[src/rtl/ripple_carry_adder_nb_pkg.sv]
// Shared constants for the ripple-carry adder slice.
// DATA_WIDTH is the default operand width used by the ALU instantiation.
package ripple_carry_adder_nb_pkg;

  localparam int unsigned DATA_WIDTH = 32;

endpackage : ripple_carry_adder_nb_pkg

[src/rtl/ripple_carry_adder_nb_if.sv]
// Operand/result bundle for ripple_carry_adder_nb.
//   a, b : N-bit operands      ci : carry-in to bit 0
//   s    : N-bit sum           co : carry-out of bit N-1
// master drives operands and reads results; slave is the adder side.
interface ripple_carry_adder_nb_if
  import ripple_carry_adder_nb_pkg::*;
#(
  parameter int unsigned N = DATA_WIDTH
);

  logic [N-1:0] a;
  logic [N-1:0] b;
  logic         ci;
  logic [N-1:0] s;
  logic         co;

  modport master (output a, output b, output ci, input s, input co);
  modport slave  (input a, input b, input ci, output s, output co);

endinterface : ripple_carry_adder_nb_if

[src/rtl/ripple_carry_adder_nb_full_adder.sv]
// Single-bit full adder, one stage of the ripple chain.
//   a, b : operand bits   ci : carry in
//   s    : sum bit        co : carry out
module full_adder (
  input  logic a,
  input  logic b,
  input  logic ci,
  output logic s,
  output logic co
);

  assign s  = a ^ b ^ ci;
  assign co = (a & b) | (ci & (a ^ b));

endmodule : full_adder

[src/rtl/ripple_carry_adder_nb.sv]
// N-bit ripple-carry adder with a registered sum/carry output stage.
//   clk_i  : clock, rising edge
//   rstn_i : asynchronous active-low reset, clears s/co
//   bus    : slave side of ripple_carry_adder_nb_if (a, b, ci in; s, co out)
// Result {co, s} = a + b + ci appears one cycle after the operands.
module ripple_carry_adder_nb
  import ripple_carry_adder_nb_pkg::*;
#(
  parameter int unsigned N = DATA_WIDTH
) (
  input  logic                     clk_i,
  input  logic                     rstn_i,
  ripple_carry_adder_nb_if.slave   bus
);

  logic [N:0]   c;
  logic [N-1:0] sum_c;
  logic [N-1:0] s_d, s_q;
  logic         co_d, co_q;

  assign c[0] = bus.ci;

  // Strictly bit-serial carry chain, LSB to MSB.
  for (genvar i = 0; i < int'(N); i++) begin : g_fa
    full_adder u_fa (
      .a  (bus.a[i]),
      .b  (bus.b[i]),
      .ci (c[i]),
      .s  (sum_c[i]),
      .co (c[i+1])
    );
  end

  assign s_d  = sum_c;
  assign co_d = c[N];

  // Output register loads every edge; no enable.
  always_ff @(posedge clk_i or negedge rstn_i) begin
    if (!rstn_i) begin
      s_q  <= '0;
      co_q <= 1'b0;
    end else begin
      s_q  <= s_d;
      co_q <= co_d;
    end
  end

  assign bus.s  = s_q;
  assign bus.co = co_q;

endmodule : ripple_carry_adder_nb

[src/flat_wrapper.sv]
// flat-port wrapper written by rule: the top's interface ports become plain ports
module ripple_carry_adder_nb_flat import ripple_carry_adder_nb_pkg::*;
#(
  parameter int unsigned N = DATA_WIDTH
)
  (clk_i, rstn_i, bus_a, bus_b, bus_ci, bus_s, bus_co);
  ripple_carry_adder_nb_if #(.N(N)) bus_i ();
  input  logic clk_i;
  input  logic rstn_i;
  input wire logic [$bits(bus_i.a)-1:0] bus_a;
  input wire logic [$bits(bus_i.b)-1:0] bus_b;
  input wire logic [$bits(bus_i.ci)-1:0] bus_ci;
  output wire logic [$bits(bus_i.s)-1:0] bus_s;
  output wire logic [$bits(bus_i.co)-1:0] bus_co;
  assign bus_i.a = bus_a;
  assign bus_i.b = bus_b;
  assign bus_i.ci = bus_ci;
  assign bus_s = bus_i.s;
  assign bus_co = bus_i.co;
  ripple_carry_adder_nb #(.N(N)) u_core (.clk_i(clk_i), .rstn_i(rstn_i), .bus(bus_i));
endmodule
[config.mk]
export PLATFORM = sky130hd
export DESIGN_NAME = ripple_carry_adder_nb_flat
export DESIGN_NICKNAME = d
export VERILOG_FILES = /design/src/rtl/ripple_carry_adder_nb_pkg.sv /design/src/rtl/ripple_carry_adder_nb_if.sv /design/src/rtl/ripple_carry_adder_nb_full_adder.sv /design/src/rtl/ripple_carry_adder_nb.sv /design/src/flat_wrapper.sv
export SDC_FILE = /design/constraint.sdc
export NUM_CORES = 1
export LEC_CHECK = 0
export ABC_CLOCK_PERIOD_IN_PS = 1100
export CAP_MARGIN = 20
export CORE_AREA = 2 2 66 68
export CTS_CLUSTER_SIZE = 16
export DETAILED_ROUTE_END_ITERATION = 12
export DIE_AREA = 0 0 68 70
export HOLD_SLACK_MARGIN = 0.03
export MAX_ROUTING_LAYER = met4
export PLACE_DENSITY = 0.9
export SYNTH_ARGS = -nofsm -noshare
export SYNTH_HDL_FRONTEND = slang
export SYNTH_SLANG_ARGS = --single-unit
[constraint.sdc]
create_clock -name clk_i -period 1.1 [get_ports clk_i]
set_clock_uncertainty 0.2 [all_clocks]
set_input_delay 0.33 -clock clk_i [delete_from_list [all_inputs] [get_ports clk_i]]
set_output_delay 0.33 -clock clk_i [all_outputs]
set_load 0.05 [all_outputs]
Word-level counts from Yosys, hierarchy flattened. Index checks and enable logic that the tools add are counted.

Register bits: 33. Input port bits: 67. Output and inout port bits: 33. Logic and storage cells: 162.

Bitwise gates (word level): 160.

Operator list (number): bitwise AND 1 bit (64); bitwise XOR 1 bit (64); bitwise OR 1 bit (32).

Depth between registers and ports, before layout. Gate-level depths: netlist of run 1.

Word-level depth: 65. Gate-level depth with buffers: 36. Gate-level depth less buffers: 36.

Modules after synthesis. A second synthesis of run 1 with hierarchy kept.

Cells, all modules: 65. Area, all modules: 1466.4 sq um.

By module, submodules not included: ripple_carry_adder_nb (times used 1, cells each 33, area each 825.8 sq um, sequential area each 825.8 sq um); full_adder (times used 32, cells each 1, area each 20.0 sq um, sequential area each 0.0 sq um).

Worst setup path before layout of run 1. OpenSTA, ideal clock, no wires.

Kind: input to register. From: input port bus_ci. To: register u_core.s_q[31], in the netlist u_core.bus.s[31]. Library setup time: 0.064 ns. Arrival: 12.469 ns. Data required time: 0.836 ns. Path slack: -11.633 ns. Stages on the path: 36. Buffers on the path: 0. Cell sequence: fa_1 -> fa_1 -> fa_1 -> fa_1 -> fa_1 -> fa_1 -> fa_1 -> fa_1 -> fa_1 -> inv_1 -> fa_1 -> inv_1 -> fa_1 -> fa_1 -> fa_1 -> fa_1 -> fa_1 -> fa_1 -> fa_1 -> fa_1 -> fa_1 -> fa_1 -> fa_1 -> fa_1 -> fa_1 -> fa_1 -> fa_1 -> fa_1 -> fa_1 -> fa_1 -> fa_1 -> fa_1 -> fa_1 -> inv_1 -> fa_1 -> inv_1.

Cells in the longest elaborated chain, start to end: 63.

RTL lines: start: declaration (RTL line flat_wrapper.sv:12) `input wire logic [$bits(bus_i.ci)-1:0] bus_ci;`; bitwise AND 1 bit (RTL line ripple_carry_adder_nb_full_adder.sv:13) `assign co = (a & b) | (ci & (a ^ b));`; bitwise OR 1 bit (RTL line ripple_carry_adder_nb_full_adder.sv:13); bitwise AND 1 bit (RTL line ripple_carry_adder_nb_full_adder.sv:13); bitwise OR 1 bit (RTL line ripple_carry_adder_nb_full_adder.sv:13); bitwise AND 1 bit (RTL line ripple_carry_adder_nb_full_adder.sv:13); bitwise OR 1 bit (RTL line ripple_carry_adder_nb_full_adder.sv:13); bitwise AND 1 bit (RTL line ripple_carry_adder_nb_full_adder.sv:13); bitwise OR 1 bit (RTL line ripple_carry_adder_nb_full_adder.sv:13); [... 48 more ...]; bitwise AND 1 bit (RTL line ripple_carry_adder_nb_full_adder.sv:13); bitwise OR 1 bit (RTL line ripple_carry_adder_nb_full_adder.sv:13); bitwise AND 1 bit (RTL line ripple_carry_adder_nb_full_adder.sv:13); bitwise OR 1 bit (RTL line ripple_carry_adder_nb_full_adder.sv:13); bitwise AND 1 bit (RTL line ripple_carry_adder_nb_full_adder.sv:13); bitwise OR 1 bit (RTL line ripple_carry_adder_nb_full_adder.sv:13); bitwise XOR 1 bit (RTL line ripple_carry_adder_nb_full_adder.sv:12) `assign s = a ^ b ^ ci;`; net u_core.g_fa[31].u_fa.s (RTL line ripple_carry_adder_nb_full_adder.sv:8) `output logic s,`; end signal: assignment (RTL line ripple_carry_adder_nb.sv:40) `s_q <= '0;`; end signal: assignment (RTL line ripple_carry_adder_nb.sv:43) `s_q <= s_d;`; end: declaration (RTL line ripple_carry_adder_nb.sv:18) `logic [N-1:0] s_d, s_q;`.

The timed path passes the listed nets, and every way through them passes these cells.

Final worst setup path of run 1. Same ends and word-level chain as after synthesis.

==> results of run 1 <==
state kept, by name, summed over array words and instances (netlist names):
name	cells
u_core.bus.co	1
u_core.bus.s	32
power groups by stage:
stage	Combinational, mW	Clock [mW]	Sequential [mW]
3_5_place_dp	2.56	0	1.73
2_1_floorplan	0.219	0	2.46
5_1_grt	2.67	1.23	1.72
6_report	2.54	1.14	1.70
3_3_place_gp	2.50	0	1.72
4_1_cts	2.57	1.19	1.71
Yosys cell counts:
cell	n
sky130_fd_sc_hd__dfrtp_1	33
sky130_fd_sc_hd__fa_1	32
sky130_fd_sc_hd__inv_1	10
critical path: cells and delay by family:
kind	cells	cell delay [ns]
adder cells (fa/ha/maj)	32	11.12
buffers and inverters	5	0.33
logic make-up after synthesis:
kind of cell  Yosys count  synth area share
fa+ha+maj              32             0.426
buf+inv                10            0.0250
flops                  33             0.549
through the flow:
stage	total power [mW]	cell area, µm²	setup slack [ns]	hold WS [ns]
4_1_cts	5.47	3140	-10.70	0.144
5_1_grt	5.62	3140	-10.87	0.136
3_5_place_dp	4.29	3030	-11.38	0.519
3_3_place_gp	4.22	3030	-11.14	0.519
6_report	5.39	3140	-10.65	0.151
2_1_floorplan	2.68	1620	-10.48	-0.166
metal layers:
metal | wire (µm) | track usage | vias to the layer above
li1 | - | - | 428
met1 | 1230 | 0.203 | 503
met2 | 2300 | 0.334 | 73
met3 | 513 | 0.0773 | 8
met4 | 54 | 0.0822 | 0
met5 | 0 | - | -
cell type report:
class | instances | area (µm²)
clock buffer | 7 | 86.3
clock inverter | 1 | 30.0
fill | 227 | 1010
inverter | 10 | 37.5
multi-input combinational | 32 | 721
sequential | 33 | 866
tap | 52 | 65.1
timing repair buffer | 100 | 1330
worst max path at each step:
| stage | start | endpoint | slack (ns) | cells after the start |
|---|---|---|---|---|
| final | bus_ci | u_core.bus.s[31]$_DFF_PN0_ | -10.65 | 37 |
| after global placement | bus_ci | u_core.bus.s[31]$_DFF_PN0_ | -11.14 | 37 |
| after detailed placement | bus_ci | u_core.bus.s[31]$_DFF_PN0_ | -11.38 | 37 |
| after CTS | bus_ci | u_core.bus.s[31]$_DFF_PN0_ | -10.70 | 37 |
| after global routing | bus_ci | u_core.bus.s[31]$_DFF_PN0_ | -10.87 | 37 |
| after floorplan | bus_ci | u_core.bus.s[31]$_DFF_PN0_ | -10.48 | 36 |
repair_timing:
action / in CTS / in global routing
resized for setup: 18 / 1
setup endpoints to repair: 66 / 65
pin swaps: 1 / 0
==> summary.log, run 1 <==
INFO  power_and_ir_drop cell_internal_pwr=3.53mW
INFO  setup_path     critical_path.most_common_cell=sky130_fd_sc_hd__fa_2
INFO  logic_synthesis synth_top_area_frac=0.549
INFO  setup_path     crit_arrival=11.77ns
INFO  timing         hold_viol_final=0
INFO  placed_design  dp.final_hpwl=3590µm
INFO  grt            grt_max_degree=34
INFO  finish         final_nets=281
INFO  status         failed_checks=negative setup slack
INFO  logic_synthesis ys_ff_latch=33
INFO  hold_path      worstHoldStart=bus_ci
INFO  power_and_ir_drop swShare=0.344
INFO  logic_synthesis distinct_cell_type_count_of_the_synthesized_netlist=3
INFO  grt            number_of_global_route_vias_before_repair=1206
INFO  die            floorplan.die_area=4760µm²
INFO  setup_path     worst_ep_required_time=1.12ns
INFO  timing         finalSetupViolations=65
INFO  logic_synthesis synth_area_leaders=sky130_fd_sc_hd__dfrtp_1, sky130_fd_sc_hd__fa_1, sky130_fd_sc_hd__inv_1
INFO  setup_path     timing.critical_path.slowest_stage_cell=sky130_fd_sc_hd__fa_2
INFO  timing         rsz0062_at_grt=yes
INFO  power_and_ir_drop power.combinational.fraction=0.472
INFO  placed_design  cell_count_after_placement=227
INFO  finish         layout_common_cells=sky130_fd_sc_hd__clkdlybuf4s50_1, sky130_fd_sc_hd__buf_12, sky130_fd_sc_hd__fa_2, sky130_fd_sc_hd__dfrtp_2, sky130_fd_sc_hd__clkbuf_8
INFO  placed_design  gpl.final_weighted_congestion=0.641
INFO  setup_path     cpPeakStageDelay=0.42ns
INFO  drt            avgViaCountPerCell=4.31
INFO  drt            detail_route.drc_violations=0
INFO  cts            cts_buffer_depth=2
INFO  drt            vias=1012
INFO  run            maxCapViolations=0
INFO  cts            cts.reportedPaths.clkPinSlew=0.06ns
INFO  cts            htree_num_levels=2
INFO  power_and_ir_drop power_switching=1.85mW
INFO  timing         fmax=0.0851GHz
INFO  power_and_ir_drop clockPowerShare=0.212
INFO  finish         layout_commonest_cell=sky130_fd_sc_hd__clkdlybuf4s50_1
INFO  logic_synthesis synth-seq-area-share=0.549
INFO  logic_synthesis synth.net_count=174
INFO  drt            detailedRoute.firstPassIterationCount=2
INFO  drt            postRouteWirelength=4090µm
INFO  finish         layout-drive-gt1-share=0.617
INFO  grt            grt.total_usage=0.199
INFO  placed_design  io_buffer_count=99
INFO  cts            tritoncts.num_buffers=5
INFO  grt            antenna_found_initial=0
INFO  hold_path      holdPathEnd=u_core.bus.s[0]$_DFF_PN0_
INFO  hold_path      min_path_type=primary input to flop
INFO  cts            cts_root_buffer=sky130_fd_sc_hd__clkbuf_8
INFO  finish         antenna_cells_inserted=0
INFO  timing         min_period=11.75ns
INFO  finish         area_growth_syn_to_layout=109%
INFO  logic_synthesis yosysWarningCount=0
INFO  drt            routedWlPerCell=17.4µm
INFO  hold_path      hold_depth=2
INFO  status         run_status=finished, violations left
INFO  timing         post-route-period-util=10.7
INFO  die            initial_utilization=0.363
INFO  power_and_ir_drop powerDensity=1720nW/µm²
INFO  die            area_of_the_core=4140µm²
INFO  setup_path     crit_fanout=1
INFO  power_and_ir_drop vdd_drop_max=0.776mV
INFO  logic_synthesis syn_inst_count=75
INFO  logic_synthesis average_size_of_a_mapped_cell=20.1µm²
INFO  power_and_ir_drop power_frac_seq=0.316
INFO  setup_path     timing.critical_path.to_type=flop
INFO  cts            cts_hold_buf=0
INFO  power_and_ir_drop p_leak=1.25nW
INFO  setup_path     timing_worst_setup_path_type=primary input to flop
INFO  timing         maxSlewHeadroom=0.882
INFO  grt            grt-ovfl-total=0
INFO  drt            drt.antenna.violating_nets=0
INFO  drt            detailedRoute.firstIterationViolations=17
INFO  finish         post_layout_utilization_of_the_core=0.757
INFO  cts            numClockSinks=33
INFO  die            die_h=70µm
INFO  die            standard_cell_row_count=24
INFO  logic_synthesis synth_top_cell_by_area=sky130_fd_sc_hd__dfrtp_1
INFO  die            chipWidth=68µm
INFO  finish         final-instance-count-excl-fill=235
INFO  timing         slew_violations=0
INFO  grt            wire_length_of_the_first_global_routing_pass=6350µm
INFO  timing         timing.final.ws_setup=-10.65ns
INFO  setup_path     worstSetupStartpointType=primary input
INFO  timing         worstMarginPinSlew=0.177ns
INFO  die            num_io_pins=100
INFO  cts            cts_setup_buffers=0
INFO  timing         setup_total_negative_slack=-188.06ns
INFO  cts            tritoncts=built
INFO  logic_synthesis post_synth_instance_area=1500µm²
No activity file was read; power rests on OpenSTA's default activity.
==> run 2: changes to the inputs <==
--- a/config.mk
+++ b/config.mk
@@ -5,15 +5,15 @@
 export SDC_FILE = /design/constraint.sdc
 export NUM_CORES = 1
 export LEC_CHECK = 0
-export ABC_CLOCK_PERIOD_IN_PS = 1100
+export ABC_CLOCK_PERIOD_IN_PS = 10350
 export CAP_MARGIN = 20
-export CORE_AREA = 2 2 66 68
+export CORE_AREA = 2 2 92 59
 export CTS_CLUSTER_SIZE = 16
 export DETAILED_ROUTE_END_ITERATION = 12
-export DIE_AREA = 0 0 68 70
+export DIE_AREA = 0 0 94 61
 export HOLD_SLACK_MARGIN = 0.03
 export MAX_ROUTING_LAYER = met4
-export PLACE_DENSITY = 0.9
+export PLACE_DENSITY = 0.81
 export SYNTH_ARGS = -nofsm -noshare
 export SYNTH_HDL_FRONTEND = slang
 export SYNTH_SLANG_ARGS = --single-unit
==> constraint.sdc (replaced) <==
create_clock -name clk_i -period 10.35 [get_ports clk_i]
set_clock_uncertainty 0.2 [all_clocks]
set_input_delay 3.105 -clock clk_i [delete_from_list [all_inputs] [get_ports clk_i]]
set_output_delay 3.105 -clock clk_i [all_outputs]
set_load 0.05 [all_outputs]
==> summary.log, run 2 (synthesized netlist as in run 1, its figures left out) <==
INFO  status         run_status=finished, violations left
INFO  status         failed_checks=negative setup slack
INFO  timing         min_period=14.53ns
INFO  finish         n_fill_cell=405 [+78%]
INFO  cts            cts_setup_buffers=0 [unchanged]
INFO  setup_path     worstSetupStartpointType=primary input
INFO  finish         post_layout_utilization_of_the_core=0.566 [-0.191]
INFO  setup_path     worst_ep_required_time=10.37ns [+9.25 ns]
INFO  setup_path     critical_path.most_common_cell=sky130_fd_sc_hd__fa_2
INFO  grt            grt-ovfl-total=0 [unchanged]
INFO  placed_design  cell_count_after_placement=240 [+5.7%]
INFO  die            num_io_pins=100 [unchanged]
INFO  grt            grt_max_degree=34 [unchanged]
INFO  die            standard_cell_row_count=20 [-17%]
INFO  drt            detail_route.drc_violations=0 [unchanged]
INFO  grt            antenna_found_initial=0 [unchanged]
INFO  cts            cts_hold_buf=0 [unchanged]
INFO  cts            cts.reportedPaths.clkPinSlew=0.07ns [about the same]
INFO  cts            tritoncts=built
INFO  finish         final-instance-count-excl-fill=248 [+5.5%]
INFO  hold_path      min_path_type=primary input to asynchronous set/reset pin
INFO  setup_path     crit_arrival=14.55ns [+2.78 ns]
INFO  drt            drt.antenna.violating_nets=0 [unchanged]
INFO  placed_design  io_buffer_count=99 [unchanged]
INFO  die            area_of_the_core=4880µm² [+18%]
INFO  finish         layout-drive-gt1-share=0.258 [-0.359]
INFO  timing         rsz0062_at_grt=yes
INFO  finish         layout_common_cells=sky130_fd_sc_hd__clkdlybuf4s50_1, sky130_fd_sc_hd__dfrtp_1, sky130_fd_sc_hd__fa_2
INFO  grt            wire_length_of_the_first_global_routing_pass=5680µm [-11%]
INFO  timing         post-route-period-util=1.40
INFO  grt            number_of_global_route_vias_before_repair=1105 [-8.4%]
INFO  setup_path     timing.critical_path.slowest_stage_cell=sky130_fd_sc_hd__fa_2
INFO  setup_path     timing.critical_path.to_type=flop
INFO  cts            htree_num_levels=2 [unchanged]
INFO  placed_design  post-place-ws=-4.85ns [+6.53 ns]
INFO  finish         antenna_cells_inserted=0 [unchanged]
INFO  setup_path     timing_worst_setup_path_type=primary input to flop
INFO  power_and_ir_drop vdd_drop_max=0.0522mV [-93%]
INFO  timing         setup_total_negative_slack=-31.09ns [+156.98 ns]
INFO  timing         finalSetupViolations=13 [-80%]
INFO  timing         timing.final.ws_setup=-4.18ns [+6.47 ns]
INFO  power_and_ir_drop p_leak=1.09nW [-13%]
INFO  finish         largest_register_ff_count=32 [unchanged]
INFO  drt            vias=953 [-5.8%]
INFO  timing         hold_viol_final=0 [unchanged]
INFO  die            die_h=61µm [-13%]
INFO  placed_design  postPlaceCellArea=2650µm² [-12%]
INFO  finish         area_growth_syn_to_layout=83.5%
INFO  run            maxCapViolations=0 [unchanged]
INFO  finish         multi_input_area=721µm² [unchanged]
INFO  die            floorplan.die_area=5730µm² [+20%]
INFO  timing         worstMarginPinSlew=0.717ns [+0.541 ns]
INFO  finish         final_nets=280 [-0.36%]
INFO  placed_design  gpl.final_weighted_congestion=0.685 [+7.0%]
INFO  timing         hold_slack=2.68ns [+2.52 ns]
INFO  setup_path     cpPeakStageDelay=0.42ns [about the same]
INFO  power_and_ir_drop powerDensity=179nW/µm² [-90%]
INFO  timing         fmax=0.0688GHz
INFO  grt            grt.total_usage=0.147 [-0.0524]
INFO  finish         layout_commonest_cell=sky130_fd_sc_hd__clkdlybuf4s50_1
INFO  cts            cts_root_buffer=sky130_fd_sc_hd__clkbuf_8
INFO  setup_path     crit_fanout=1 [unchanged]
INFO  die            initial_utilization=0.308 [-0.0547]
INFO  power_and_ir_drop report.power.total=495µW [-91%]
INFO  drt            avgViaCountPerCell=3.84 [-11%]
INFO  cts            cts_buffer_depth=2 [unchanged]
INFO  drt            postRouteWirelength=3670µm [-10%]
INFO  timing         slew_violations=0 [unchanged]
INFO  drt            detailedRoute.firstPassIterationCount=4 [+2]
INFO  timing         maxSlewHeadroom=0.522 [-0.360]
INFO  cts            tritoncts.num_buffers=5 [unchanged]
INFO  die            chipWidth=94µm [+38%]
INFO  finish         final_design_area_no_fill=2760µm² [-12%]
INFO  placed_design  dp.final_hpwl=3130µm [-13%]
INFO  drt            routedWlPerCell=14.8µm [-15%]
INFO  cts            numClockSinks=33 [unchanged]
INFO  drt            detailedRoute.firstIterationViolations=9 [-8]
INFO  finish         sequential_standard_cell_area=826µm² [-4.6%]
==> run 2: cell count changes in the layout (fill, tap and decap cells not counted), sizes merged <==
cell and change:
clkdlybuf4s50 +33, dlygate4sd2 -1, buf -33
==> run 2: path summary, 6_finish.rpt <==
kind	from	slack (ns)	endpoint	depth (start not counted)
setup / recovery	bus_ci	-4.18	u_core.bus.s[31]$_DFF_PN0_	37
hold / removal	rstn_i	2.68	u_core.bus.s[19]$_DFF_PN0_	1
max in group asynchronous	rstn_i	6.81	u_core.bus.s[27]$_DFF_PN0_	1
min in group clk_i	bus_ci	2.94	u_core.bus.s[0]$_DFF_PN0_	2
==> run 2: critical path: cells and delay by family <==
| kind | cells | cell delay (ns) |
|---|---|---|
| buf+inv | 5 | 0.30 |
| fa+ha+maj | 32 | 11.12 |
==> run 2: area by class of cell <==
| type | instances | area share |
|---|---|---|
| Tap cell | 66 | 0.0299 |
| Inverter | 10 | 0.0136 |
| Timing Repair Buffer | 99 | 0.354 |
| Clock inverter | 1 | 0.0109 |
| Multi-Input combinational cell | 32 | 0.261 |
| Clock buffer | 7 | 0.0313 |
| Sequential cell | 33 | 0.299 |
==> run 2: routing by layer <==
layer  up-vias  wire [µm]  global-route usage
met5         -          0                   -
met4         0         15              0.0621
met3         2        327              0.0360
met2        59       1760               0.231
met1       465       1570               0.186
li1        427          -                   -
==> run 2: what timing repair did <==
item | 4_1_cts | 5_1_grt
endpoints found under the setup margin | 14 | 14
gates cloned | 0 | 0
resized for setup | 16 | 1
==> run 2: power breakdown <==
part	total, mW	internal, mW	switching (mW)
clock	0.123	0.0784	0.0448
combinational	0.212	0.0813	0.130
sequential	0.161	0.154	0.00650
total	0.495	0.314	0.182
